**src/rtl/ppu_pkg.sv**
```systemverilog
// Shared PPU types and constants for the CGB palette subsystem.
package ppu_pkg;

   typedef logic [14:0] bgr555_t;

   localparam int unsigned SPEC_AINC_BIT = 7;
   localparam logic [7:0]  LOCKED_RDATA  = 8'hFF;

endpackage

```
**src/rtl/palette_table.sv**
```systemverilog
// One palette RAM with its spec (index) register, CPU port and a 2-byte lookup read port.
module palette_table
   import ppu_pkg::*;
#(
   parameter int unsigned IDX_W = 6
) (
   input  logic             clk,
   input  logic             reset,
   input  logic             spec_wr,
   input  logic             data_wr,
   input  logic             locked,
   input  logic [7:0]       wdata,
   output logic [7:0]       spec_rdata,
   output logic [7:0]       data_rdata,
   input  logic [IDX_W-2:0] lk_entry,
   output logic [7:0]       lk_lo,
   output logic [6:0]       lk_hi
);

   localparam int unsigned DEPTH = 2 ** IDX_W;

   logic [7:0]       mem_q [DEPTH];
   logic             ainc_q;
   logic [IDX_W-1:0] index_q;

   // A locked data write still advances the index so CPU bursts stay aligned.
   always_ff @(posedge clk) begin
      if (reset) begin
         for (int i = 0; i < DEPTH; i++) begin
            mem_q[i] <= '0;
         end
         ainc_q  <= 1'b0;
         index_q <= '0;
      end else if (spec_wr) begin
         ainc_q  <= wdata[SPEC_AINC_BIT];
         index_q <= wdata[IDX_W-1:0];
      end else if (data_wr) begin
         if (!locked) begin
            mem_q[index_q] <= wdata;
         end
         if (ainc_q) begin
            index_q <= index_q + 1'b1;
         end
      end
   end

   always_comb begin
      spec_rdata                = '1;
      spec_rdata[SPEC_AINC_BIT] = ainc_q;
      spec_rdata[IDX_W-1:0]     = index_q;
   end

   assign data_rdata = mem_q[index_q];
   assign lk_lo      = mem_q[{lk_entry, 1'b0}];
   assign lk_hi      = mem_q[{lk_entry, 1'b1}][6:0];

endmodule

```
**src/rtl/cgb_palette_unit.sv**
```systemverilog
// CGB palette subsystem: N palette tables behind CPU spec/data registers, plus a
// registered one-cycle colour lookup port for the pixel pipeline.
module cgb_palette_unit
   import ppu_pkg::*;
#(
   parameter int unsigned NUM_TABLES = 2,
   parameter int unsigned PALETTES   = 8,
   parameter int unsigned COLORS     = 4,
   localparam int unsigned IDX_W     = $clog2(PALETTES * COLORS * 2),
   localparam int unsigned TBL_W     = (NUM_TABLES > 1) ? $clog2(NUM_TABLES) : 1,
   localparam int unsigned PAL_W     = $clog2(PALETTES),
   localparam int unsigned COL_W     = $clog2(COLORS)
) (
   input  logic             clk,
   input  logic             reset,
   input  logic             cpu_en,
   input  logic [TBL_W:0]   reg_addr,
   input  logic             reg_wr,
   input  logic             reg_rd,
   input  logic [7:0]       reg_wdata,
   output logic [7:0]       reg_rdata,
   input  logic             ppu_mode3,
   input  logic             lk_valid,
   input  logic [TBL_W-1:0] lk_table,
   input  logic [PAL_W-1:0] lk_palette,
   input  logic [COL_W-1:0] lk_color,
   output logic             color_valid,
   output logic [14:0]      color
);

   logic [TBL_W-1:0] reg_tbl;
   logic             reg_sel;
   logic             reg_tbl_ok;
   logic             lk_tbl_ok;
   logic             wr_go;
   logic [IDX_W-2:0] lk_entry;

   logic [7:0] spec_rd [NUM_TABLES];
   logic [7:0] data_rd [NUM_TABLES];
   logic [7:0] lk_lo   [NUM_TABLES];
   logic [6:0] lk_hi   [NUM_TABLES];

   bgr555_t lk_result;
   bgr555_t color_q;
   logic    color_valid_q;

   // Read strobe carries no side effect in this design.
   logic unused_rd;
   assign unused_rd = reg_rd;

   assign reg_tbl    = reg_addr[TBL_W:1];
   assign reg_sel    = reg_addr[0];
   assign reg_tbl_ok = 32'(reg_tbl) < NUM_TABLES;
   assign lk_tbl_ok  = 32'(lk_table) < NUM_TABLES;
   assign wr_go      = cpu_en & reg_wr & reg_tbl_ok;
   assign lk_entry   = {lk_palette, lk_color};

   for (genvar t = 0; t < NUM_TABLES; t++) begin : g_table
      localparam logic [TBL_W-1:0] TBL_ID = TBL_W'(t);

      palette_table #(
         .IDX_W (IDX_W)
      ) u_table (
         .clk        (clk),
         .reset      (reset),
         .spec_wr    (wr_go & ~reg_sel & (reg_tbl == TBL_ID)),
         .data_wr    (wr_go & reg_sel & (reg_tbl == TBL_ID)),
         .locked     (ppu_mode3),
         .wdata      (reg_wdata),
         .spec_rdata (spec_rd[t]),
         .data_rdata (data_rd[t]),
         .lk_entry   (lk_entry),
         .lk_lo      (lk_lo[t]),
         .lk_hi      (lk_hi[t])
      );
   end

   always_comb begin
      reg_rdata = '0;
      if (reg_tbl_ok) begin
         if (!reg_sel) begin
            reg_rdata = spec_rd[reg_tbl];
         end else if (ppu_mode3) begin
            reg_rdata = LOCKED_RDATA;
         end else begin
            reg_rdata = data_rd[reg_tbl];
         end
      end
   end

   always_comb begin
      lk_result = '0;
      if (lk_tbl_ok) begin
         lk_result = {lk_hi[lk_table], lk_lo[lk_table]};
      end
   end

   // RAM is read combinationally here, so a same-cycle CPU write lands after the sample.
   always_ff @(posedge clk) begin
      if (reset) begin
         color_q       <= '0;
         color_valid_q <= 1'b0;
      end else if (cpu_en) begin
         color_q       <= lk_result;
         color_valid_q <= lk_valid;
      end
   end

   assign color       = color_q;
   assign color_valid = color_valid_q;

endmodule

```
**config.mk**
```make
export PLATFORM = sky130hd
export DESIGN_NAME = cgb_palette_unit
export DESIGN_NICKNAME = d
export VERILOG_FILES = /design/src/rtl/ppu_pkg.sv /design/src/rtl/palette_table.sv /design/src/rtl/cgb_palette_unit.sv
export SDC_FILE = /design/constraint.sdc
export NUM_CORES = 2
export LEC_CHECK = 0
export ABC_AREA = 1
export CAP_MARGIN = 20
export CORE_MARGIN = 1.5
export CORE_UTILIZATION = 35
export CTS_BUF_LIST = sky130_fd_sc_hd__clkbuf_8
export CTS_CLUSTER_DIAMETER = 100
export CTS_CLUSTER_SIZE = 28
export DETAILED_ROUTE_END_ITERATION = 8
export GPL_TIMING_DRIVEN = 0
export PLACE_DENSITY = 0.46
export SLEW_MARGIN = 20
export SYNTH_ARGS = -nofsm -noshare
export SYNTH_HDL_FRONTEND = slang
export SYNTH_HIERARCHICAL = 1
export SYNTH_SLANG_ARGS = --single-unit
export TNS_END_PERCENT = 20
```
**constraint.sdc**
```tcl
create_clock -name clk -period 3.4 [get_ports clk]
set_input_delay 0.68 -clock clk [delete_from_list [all_inputs] [get_ports clk]]
set_output_delay 0.68 -clock clk [all_outputs]
set_load 0.1 [all_outputs]
```
==> summary.md <==
| Metric | Value |
|---|---|
| Post-Route WL | 348 mm |
| Core Util, Final | 0.398 |
| Largest net degree at the start of global routing | 30 |
| Top cells by area, synth | edfxtp_1 53%, nand2_1 17%, nand3_1 11%, nor2_1 8.1%, clkbuf_1 2.8% |
| Crit Path Category | reg2out |
| Netlist cell types | 34 |
| Via-per-instance ratio | 5.93 |
| Count leader, synth | nand2_1 |
| Vias | 57900 |
| IO buf count | 39 |
| Aggregate global routing overflow | 0 |
| Routed wire per std cell | 35.6 µm |
| Hold Violations, Final | 0 |
| Fill cells | 17200 |
| Post-DP HPWL | 268 mm |
| Synth area leader | edfxtp_1 |
| Hold_sp | cpu_en |
| DIE AREA | 169000 µm² |
| Share of the synthesized area in the top cell type | 0.526 |
| Ys flop type | edfxtp_1 |
| First drt pass iteration count | 7 |
| Worst EP arrival | 3.58 ns |
| WL met2 | 152 mm |
| CTS Buf Count | 52 |
| Mean post-synth cell area | 7.90 µm² |
| Relative slew margins | 0.148 |
| FFs w/ async S/R, synth | 0 |
| Syn Nets | 7424 |
| CP Capture Type | output pin |
| Layout area overhead | 12.7% |
| Rows | 149 |
| DRT iter0 DRCs | 8149 |
| Hold WS | 0.225 ns |
| HP Class | in2reg |
| Starting Density | 0.353 |
| Remaining DRCs | 0 |
| Nets | 7563 |
| Worst EP required | 2.72 ns |
| Peak supply drop | 0.414 mV |
| Failing checks | negative setup slack |
| Critical Path Fanout Max | 10 |
| Slew @ Worst Pin | 1.28 ns |
| Fin. max-slew vios | 0 |
| H-tree lvl count | 2 |
| Final setup fails | 72 |
| IO Pins | 47 |
| Post-route worst setup slack | -0.863 ns |
| Metal1 wirelength | 135 mm |
| Leak | 26.5 nW |
| Max Root-Sink Buffers | 3 |
| Post-Syn Instances | 7399 |
| Initial antenna violation count | 18 |
| Met3 routed WL | 30.6 mm |
| Register Area | 31600 µm² |
| CTS clock-pin slew for the worst setup and hold paths | 0.17 ns |
| Final period utilization | 1.25 |
| Status | complete, but fails checks |
| Skew-Pair Late Insertion Delay | 0.91 ns |
| Top Metal Used | met5 |
| Flops & latches, synth | 1066 |
| Unrepaired setup endpoints after global routing | yes |
| Yosys warning total | 6 |
| PwrDens | 398 nW/µm² |
| Root buf cell | clkbuf_8 |
| First-pass GRT wire length | 461 mm |
| CTS sink count | 1066 |
| Post-synth EDFFs | 1024 |
| Die width | 412 µm |
| Vias in the first global route | 53100 |
| Max-cap violations | 0 |
| Final ANT Viol Nets | 0 |
| Die Span Y | 412 µm |
| CP Launch Type | flip-flop |
| Commonest cells in the synthesized netlist | 2627 x nand2_1, 1263 x nand3_1, 1258 x nor2_1 |
| Clock skew | 0.0527 ns |
| Post-synthesis sequential area ratio | 0.541 |
| CTS tree | built |
| Cell area after synthesis | 58400 µm² |
| Fmax | 235 MHz |
| Final Wtd Congestion | 1.05 |
| Multi-input logic area | 24900 µm² |
| Core area | 165000 µm² |
| Share of cells above drive strength 1 | 0.0962 |
| Min cycle time layout | 4.26 ns |
| Worst reg2reg startpoint | g_table[0].u_table/index_q[1] |
| Global-route usage over all layers | 0.402 |
## timing repair
| item | 4_1_cts | 5_1_grt |
|---|---|---|
| gates resized for setup | 698 | 81 |
| endpoints found under the setup margin | 34 | 69 |
| buffers inserted | 0 | 5 |
| hold buffers | 1 | 0 |
| cloned | 0 | 0 |
| pin swaps | 5 | 6 |
| endpoints found under the hold margin | 26 | 0 |
## area by class of cell
type / instances / area share
tap: 2189 / 0.0416
buffer: 554 / 0.0603
sequential: 1066 / 0.480
clock inverter: 41 / 0.00743
timing repair buffer: 89 / 0.0175
clock buffer: 53 / 0.0111
multi-input combinational: 5694 / 0.377
antenna: 10 / 0.000380
inverter: 81 / 0.00488
## final timing paths
kind / depth (start not counted) / slack (ns) / end
setup reg to reg: 8 / 0.42 / g_table[0].u_table/mem_q[42][2]
hold reg to reg: 2 / 0.49 / color_valid
hold / removal: 5 / 0.22 / color[14]
setup / recovery: 15 / -0.86 / reg_rdata[7]
## sequential cells by signal, summed over array words and instances (netlist names), named ones only
signal                   flops
g_table.u_table/mem_q     1024
color                       15
g_table.u_table/index_q     12
g_table.u_table/ainc_q       2
color_valid                  1
## report_power, final
group / switching [mW] / total, mW / internal, mW
sequential: 0.387 / 15.2 / 14.8
combinational: 3.41 / 4.32 / 0.911
clock: 4.73 / 6.74 / 2.00
## worst max-delay path, stage by stage, from the launching register on
cell      delay (ns)
dfxtp_4         0.45
buf_4           0.28
clkbuf_8        0.27
nand2_1         0.13
nand3_1         0.11
nand3_1         0.08
nand2_1         0.13
nand2_1         0.07
nand3_1         0.14
nand3_2         0.16
nand2_2         0.19
nand2_1         0.08
nand3_1         0.13
nand2_4         0.11
inv_1           0.11
buf_8           0.20
## stage by stage
step	cell area, µm²	power, mW	instances	setup WS [ns]	TNS, ns
final	65900	26.2	9777	-0.863	-12.23
after global routing	65900	26.8	9769	-0.849	-8.94
after CTS	65600	26.1	9762	-0.807	-7.15
after detailed placement	62300	19.4	9671	-2.12	-795.48
after global placement	61600	19.4	9627	-2.32	-2868.02
after floorplan	58400	17.2	7399	0.443	0
## layer usage
| metal | global-route usage | vias up |
|---|---|---|
| li1 | - | 24800 |
| met1 | 0.509 | 28600 |
| met2 | 0.615 | 3613 |
| met3 | 0.0681 | 922 |
| met4 | 0.297 | 8 |
| met5 | 0 | - |
## logic make-up after synthesis
kind of cell,synth area share
AO/OA/AOI/OAI,0.0373
flip-flops,0.541
adder cells (fa/ha/maj),0.000428
other,0.000128
buffers and inverters,0.0434
AND/OR/NAND/NOR,0.378
XOR/XNOR,0.000300
## layout by cell type (no fill, tap or decap), drive strengths merged, types with 5 or more instances in the layout
master / count
nand2: 2755
nand3: 1265
nor2: 1261
edfxtp: 1024
clkbuf: 482
a21oi: 185
buf: 180
inv: 96
o21ai: 94
o31ai: 90
dfxtp: 42
clkdlybuf4s50: 26
clkinv: 16
diode: 10
nor4: 10
a31oi: 10
nor3: 8
clkinvlp: 5
bufinv: 5
No activity file was read; power rests on OpenSTA's default activity.
